$ cat src/rtl/add_seq_ctrl.sv
// Wide add/subtract sequencer that reuses one 32-bit adder stage, one word per cycle.
// Optional macro ADD_SEQ_OVF_EN adds a registered two's-complement overflow output (ovf).

module add_32 (
   input  logic [31:0] a_i,
   input  logic [31:0] b_i,
   input  logic        c_i,
   output logic [31:0] s_o,
   output logic        c_o
);
   assign {c_o, s_o} = {1'b0, a_i} + {1'b0, b_i} + {32'b0, c_i};
endmodule

module add_seq_ctrl #(
   parameter int WORDS = 4,
   parameter int IDXW  = 4
) (
   input  logic                 clk,
   input  logic                 rst,
   input  logic                 start_valid,
   output logic                 start_ready,
   input  logic [WORDS*32-1:0]  op_a,
   input  logic [WORDS*32-1:0]  op_b,
   input  logic                 sub,
   input  logic                 cin,
   output logic                 res_valid,
   input  logic                 res_ready,
   output logic [WORDS*32-1:0]  sum,
   output logic                 cout
`ifdef ADD_SEQ_OVF_EN
   ,
   output logic                 ovf
`endif
);

   localparam logic [1:0] IDLE = 2'd0;
   localparam logic [1:0] RUN  = 2'd1;
   localparam logic [1:0] DONE = 2'd2;

   logic [1:0]             state_q, state_d;
   logic [IDXW-1:0]        idx_q, idx_d;
   logic [WORDS-1:0][31:0] aReg_q, aReg_d;
   logic [WORDS-1:0][31:0] bReg_q, bReg_d;
   logic [WORDS-1:0][31:0] sum_q, sum_d;
   logic                   carry_q, carry_d;
   logic                   cout_q, cout_d;
   logic                   resValid_q, resValid_d;
`ifdef ADD_SEQ_OVF_EN
   logic                   ovf_q, ovf_d;
   logic                   msbCarryIn;
`endif

   logic [31:0] aWord, bWord, addSum;
   logic        addCarry;
   logic        lastWord;

   // Adder inputs come only from registers, selected by the word index.
   always_comb begin
      aWord = '0;
      bWord = '0;
      for (int w = 0; w < WORDS; w++) begin
         if (idx_q == IDXW'(w)) begin
            aWord = aReg_q[w];
            bWord = bReg_q[w];
         end
      end
   end

   add_32 u_add (
      .a_i (aWord),
      .b_i (bWord),
      .c_i (carry_q),
      .s_o (addSum),
      .c_o (addCarry)
   );

   assign lastWord = (idx_q == IDXW'(WORDS - 1));
`ifdef ADD_SEQ_OVF_EN
   assign msbCarryIn = addSum[31] ^ aWord[31] ^ bWord[31];
`endif

   always_comb begin
      state_d    = state_q;
      idx_d      = idx_q;
      aReg_d     = aReg_q;
      bReg_d     = bReg_q;
      sum_d      = sum_q;
      carry_d    = carry_q;
      cout_d     = cout_q;
      resValid_d = resValid_q;
`ifdef ADD_SEQ_OVF_EN
      ovf_d      = ovf_q;
`endif
      case (state_q)
         IDLE: begin
            if (start_valid) begin
               aReg_d  = op_a;
               // Subtraction is A + ~B + 1.
               bReg_d  = sub ? ~op_b : op_b;
               carry_d = sub ? 1'b1 : cin;
               idx_d   = '0;
               state_d = RUN;
            end
         end
         RUN: begin
            for (int w = 0; w < WORDS; w++) begin
               if (idx_q == IDXW'(w)) begin
                  sum_d[w] = addSum;
               end
            end
            carry_d = addCarry;
            if (lastWord) begin
               cout_d     = addCarry;
`ifdef ADD_SEQ_OVF_EN
               ovf_d      = msbCarryIn ^ addCarry;
`endif
               resValid_d = 1'b1;
               state_d    = DONE;
            end else begin
               idx_d = idx_q + 1'b1;
            end
         end
         DONE: begin
            if (res_ready) begin
               resValid_d = 1'b0;
               state_d    = IDLE;
            end
         end
         default: state_d = IDLE;
      endcase
   end

   always_ff @(posedge clk) begin
      if (rst) begin
         state_q    <= IDLE;
         idx_q      <= '0;
         aReg_q     <= '0;
         bReg_q     <= '0;
         sum_q      <= '0;
         carry_q    <= 1'b0;
         cout_q     <= 1'b0;
         resValid_q <= 1'b0;
`ifdef ADD_SEQ_OVF_EN
         ovf_q      <= 1'b0;
`endif
      end else begin
         state_q    <= state_d;
         idx_q      <= idx_d;
         aReg_q     <= aReg_d;
         bReg_q     <= bReg_d;
         sum_q      <= sum_d;
         carry_q    <= carry_d;
         cout_q     <= cout_d;
         resValid_q <= resValid_d;
`ifdef ADD_SEQ_OVF_EN
         ovf_q      <= ovf_d;
`endif
      end
   end

   assign start_ready = (state_q == IDLE);
   assign res_valid   = resValid_q;
   assign sum         = sum_q;
   assign cout        = cout_q;
`ifdef ADD_SEQ_OVF_EN
   assign ovf         = ovf_q;
`endif

endmodule

$ cat config.mk
export PLATFORM = sky130hd
export DESIGN_NAME = add_seq_ctrl
export DESIGN_NICKNAME = d
export VERILOG_FILES = /design/src/rtl/add_seq_ctrl.sv
export SDC_FILE = /design/constraint.sdc
export NUM_CORES = 1
export LEC_CHECK = 0
export BUFFER_PORTS_ARGS = -buffer_cell sky130_fd_sc_hd__buf_2
export CAP_MARGIN = 20
export CORE_MARGIN = 4
export CORE_UTILIZATION = 59
export DETAILED_ROUTE_END_ITERATION = 8
export PLACE_DENSITY = 0.95
export SYNTH_ARGS = -nofsm -noshare
export SYNTH_HDL_FRONTEND = slang
export SYNTH_SLANG_ARGS = --single-unit
$ cat constraint.sdc
create_clock -name clk -period 6.6 [get_ports clk]
set_input_delay 0.99 -clock clk [delete_from_list [all_inputs] [get_ports clk]]
set_output_delay 0.99 -clock clk [all_outputs]
set_load 0.02 [all_outputs]
==> flow_summary.yaml <==
run_status:
  status: "finished, final reports clean"
yosys:
  synth_top_area_share_pct: 43.0
  synth.yosys.seq_area_share_pct: 43.0
  syn_nets: 2612
  netlist_area_sq_um: 18300
  avgSynthCellArea_sq_um: 7.90
  synth-edff-count: 0
  synth_seq_cells: 393
  synthArstFlopShare_pct: 0
  yosysWarnings: 0
  synth_area_leaders: "dfxtp_1, nand2_1, a21oi_1"
  syn_inst: 2313
  synth_ff_type: "dfxtp_1"
  synth_cell_types: 57
  synth_top_cell_by_area: "dfxtp_1"
layout:
  drive_gt1_share_pct: 19.5
  design_area_sq_um: 21600
  n_fill_cell: 2371
  area_growth_pct: 18.1
  final_nets: 2867
  final_common_cell: "nand2_1"
  final_cell_mix: "nand2_1, dfxtp_1, buf_2"
cts:
  cts_resized: 0
  clk_pin_slew_worst_paths_ns: 0.06
  clk_path_buf_depth: 3
  clock_latency_ns: 0.53
  cts_sinks: 393
  post-cts-setup-buffers: 0
  ctsHoldBuffers: 0
  cts-root-buf: "clkbuf_16"
  cts_tree: "yes"
  cts-buffers-inserted: 41
  h-tree-depth: 2
global_routing:
  grt_antenna_before_repair: 2
  grt_pass1_wl_um: 90300
  grt_pass1_vias: 17000
  grt_max_degree: 252
  track_usage_pct: 32.8
  grt-ovfl-total: 0
placement:
  dp_slack_ns: 1.48
  numPortBuffers: 392
  dpl.hpwl_um: 41200
  gp_congestion: 0.970
  dpl_cell_area_sq_um: 20200
timing:
  relSlewSlack_pct: 11.8
  fmax_mhz: 190
  rsz0062_at_grt: "no"
  fin_crit_ns: 5.25
  finalSetupViolCount: 0
  worst_clock_skew_ns: 0.0135
  finalHoldViolCount: 0
  tightest_slew_ns: 1.32
  maxSlewViolCount: 0
  setup_tns_ns: 0
  setup_slack_ns: 1.35
  finalCritPeriodShare_pct: 79.6
critical_path:
  path_cells: "nor2_1 -> nand2_1 -> nor2_4 -> buf_4 -> a221oi_1 -> nor2_1 -> nand2_1 -> nand2_1 -> inv_1 -> fa_1 -> nand2b_1 -> a21o_1 -> a2111oi_0 -> nor3_1 -> nand2b_1 -> o21a_1 -> xnor2_1 -> o21ai_0"
  cp_max_fo: 38
  start_kind: "flop"
  cp_slowest_cell: "a2111oi_0"
  max_stage_delay_ns: 0.74
  crit_top_cell: "nand2_1"
  end_kind: "flop"
  cp.required_ns: 7.00
  critPathKind: "flop to flop"
  critPathArrivalTime_ns: 5.65
detailed_routing:
  antenna_left: 0
  viasPerCell: 6.03
  drt-total-wl_um: 58600
  first_iter_violations: 1925
  drt_first_pass_iters: 6
  remaining_drc_errors: 0
  post_drt_wl_per_cell_um: 19.6
  vias: 18000
die:
  core_area_sq_um: 30600
  start_util_pct: 59.8
  die-area_sq_um: 33900
  die_x_um: 184
  ios: 393
  num_rows: 64
  floorplan.die.height_um: 184
pwr:
  irDropWorstVdd_uv: 184
  power.leakage_nw: 8.70
  powerDensity_nw_per_um2: 282
  total_power_mw: 6.09
hold_path:
  min_path_type: "flop to flop"
flow_run:
  cap_violations: 0
area by class of cell:
class | instances | area, sq um | share of cell area, %
Antenna cell | 1 | 2.50 | 0.0116
Sequential cell | 393 | 7870 | 36.5
Clock inverter | 20 | 248 | 1.15
Multi-Input combinational cell | 1710 | 9640 | 44.7
Inverter | 11 | 41.3 | 0.191
Timing Repair Buffer | 411 | 2150 | 9.94
Clock buffer | 50 | 1140 | 5.28
Tap cell | 396 | 495 | 2.30
state kept, by name, indices dropped and copies added (netlist names):
register and flops:
aReg_q 128, bReg_q 128, carry_q 1, cout 1, idx_q 4, res_valid 1, state_q 2, sum 128
path summary, 6_finish.rpt:
check,startpoint,end,slack [ns],cells after the start
max,idx_q[3],sum[124],1.35,18
min,sum[48],sum[48],0.45,2
max reg2reg,idx_q[3],sum[124],1.35,18
min reg2reg,sum[48],sum[48],0.45,2
per-stage QoR:
step	std cells	util [%]	hold WS, ns
2_1_floorplan	2313	-	0.433
3_3_place_gp	2921	66.0	0.438
4_1_cts	2991	70.5	0.451
3_5_place_dp	2921	66.0	0.443
6_report	2992	70.5	0.451
5_1_grt	2991	70.5	0.467
per-layer routing:
metal	track usage [%]	up-vias	routed length, um
li1	-	8495	-
met1	45.7	8386	23900
met2	51.6	1007	26600
met3	5.56	140	5880
met4	11.9	4	2150
met5	0	-	23
synth_stat cells, drive strengths merged, types with 11 or more instances:
cell and number:
nand3b 16, o21a 11, nand3 23, ha 35, buf 12, a21oi 248
clkbuf 187, a31oi 12, o21ai 156, nor2 202, a211oi 149, nand4 11
xor2 13, a221o 61, a21o 13, inv 11, nand2b 12, dfxtp 393
xnor2 139, nand2 514, nor3 11
power breakdown:
group / internal, mW / total [mW] / switching [mW]
registers: 2.52 / 2.60 / 0.0834
logic: 0.383 / 1.10 / 0.717
clock network: 1.43 / 2.39 / 0.966
total: 4.32 / 6.09 / 1.77
worst max-delay path: cells and delay by family, from the launching register on:
kind            cells  cell delay, ns
buf+inv             2            0.58
flops               1            0.33
simple gates        9            2.01
fa+ha+maj           1            0.42
compound gates      5            1.48
xor+xnor            1            0.29
cell families after synthesis:
family,share of synthesized area [%]
AOI/OAI and AO/OA,23.8
muxes,0.110
and+or+nand+nor,18.7
xor gates and xnor gates,7.28
adders and majority gates,2.61
DFF,43.0
buffers and inverters,4.39
(Power assumes the default switching activity.)
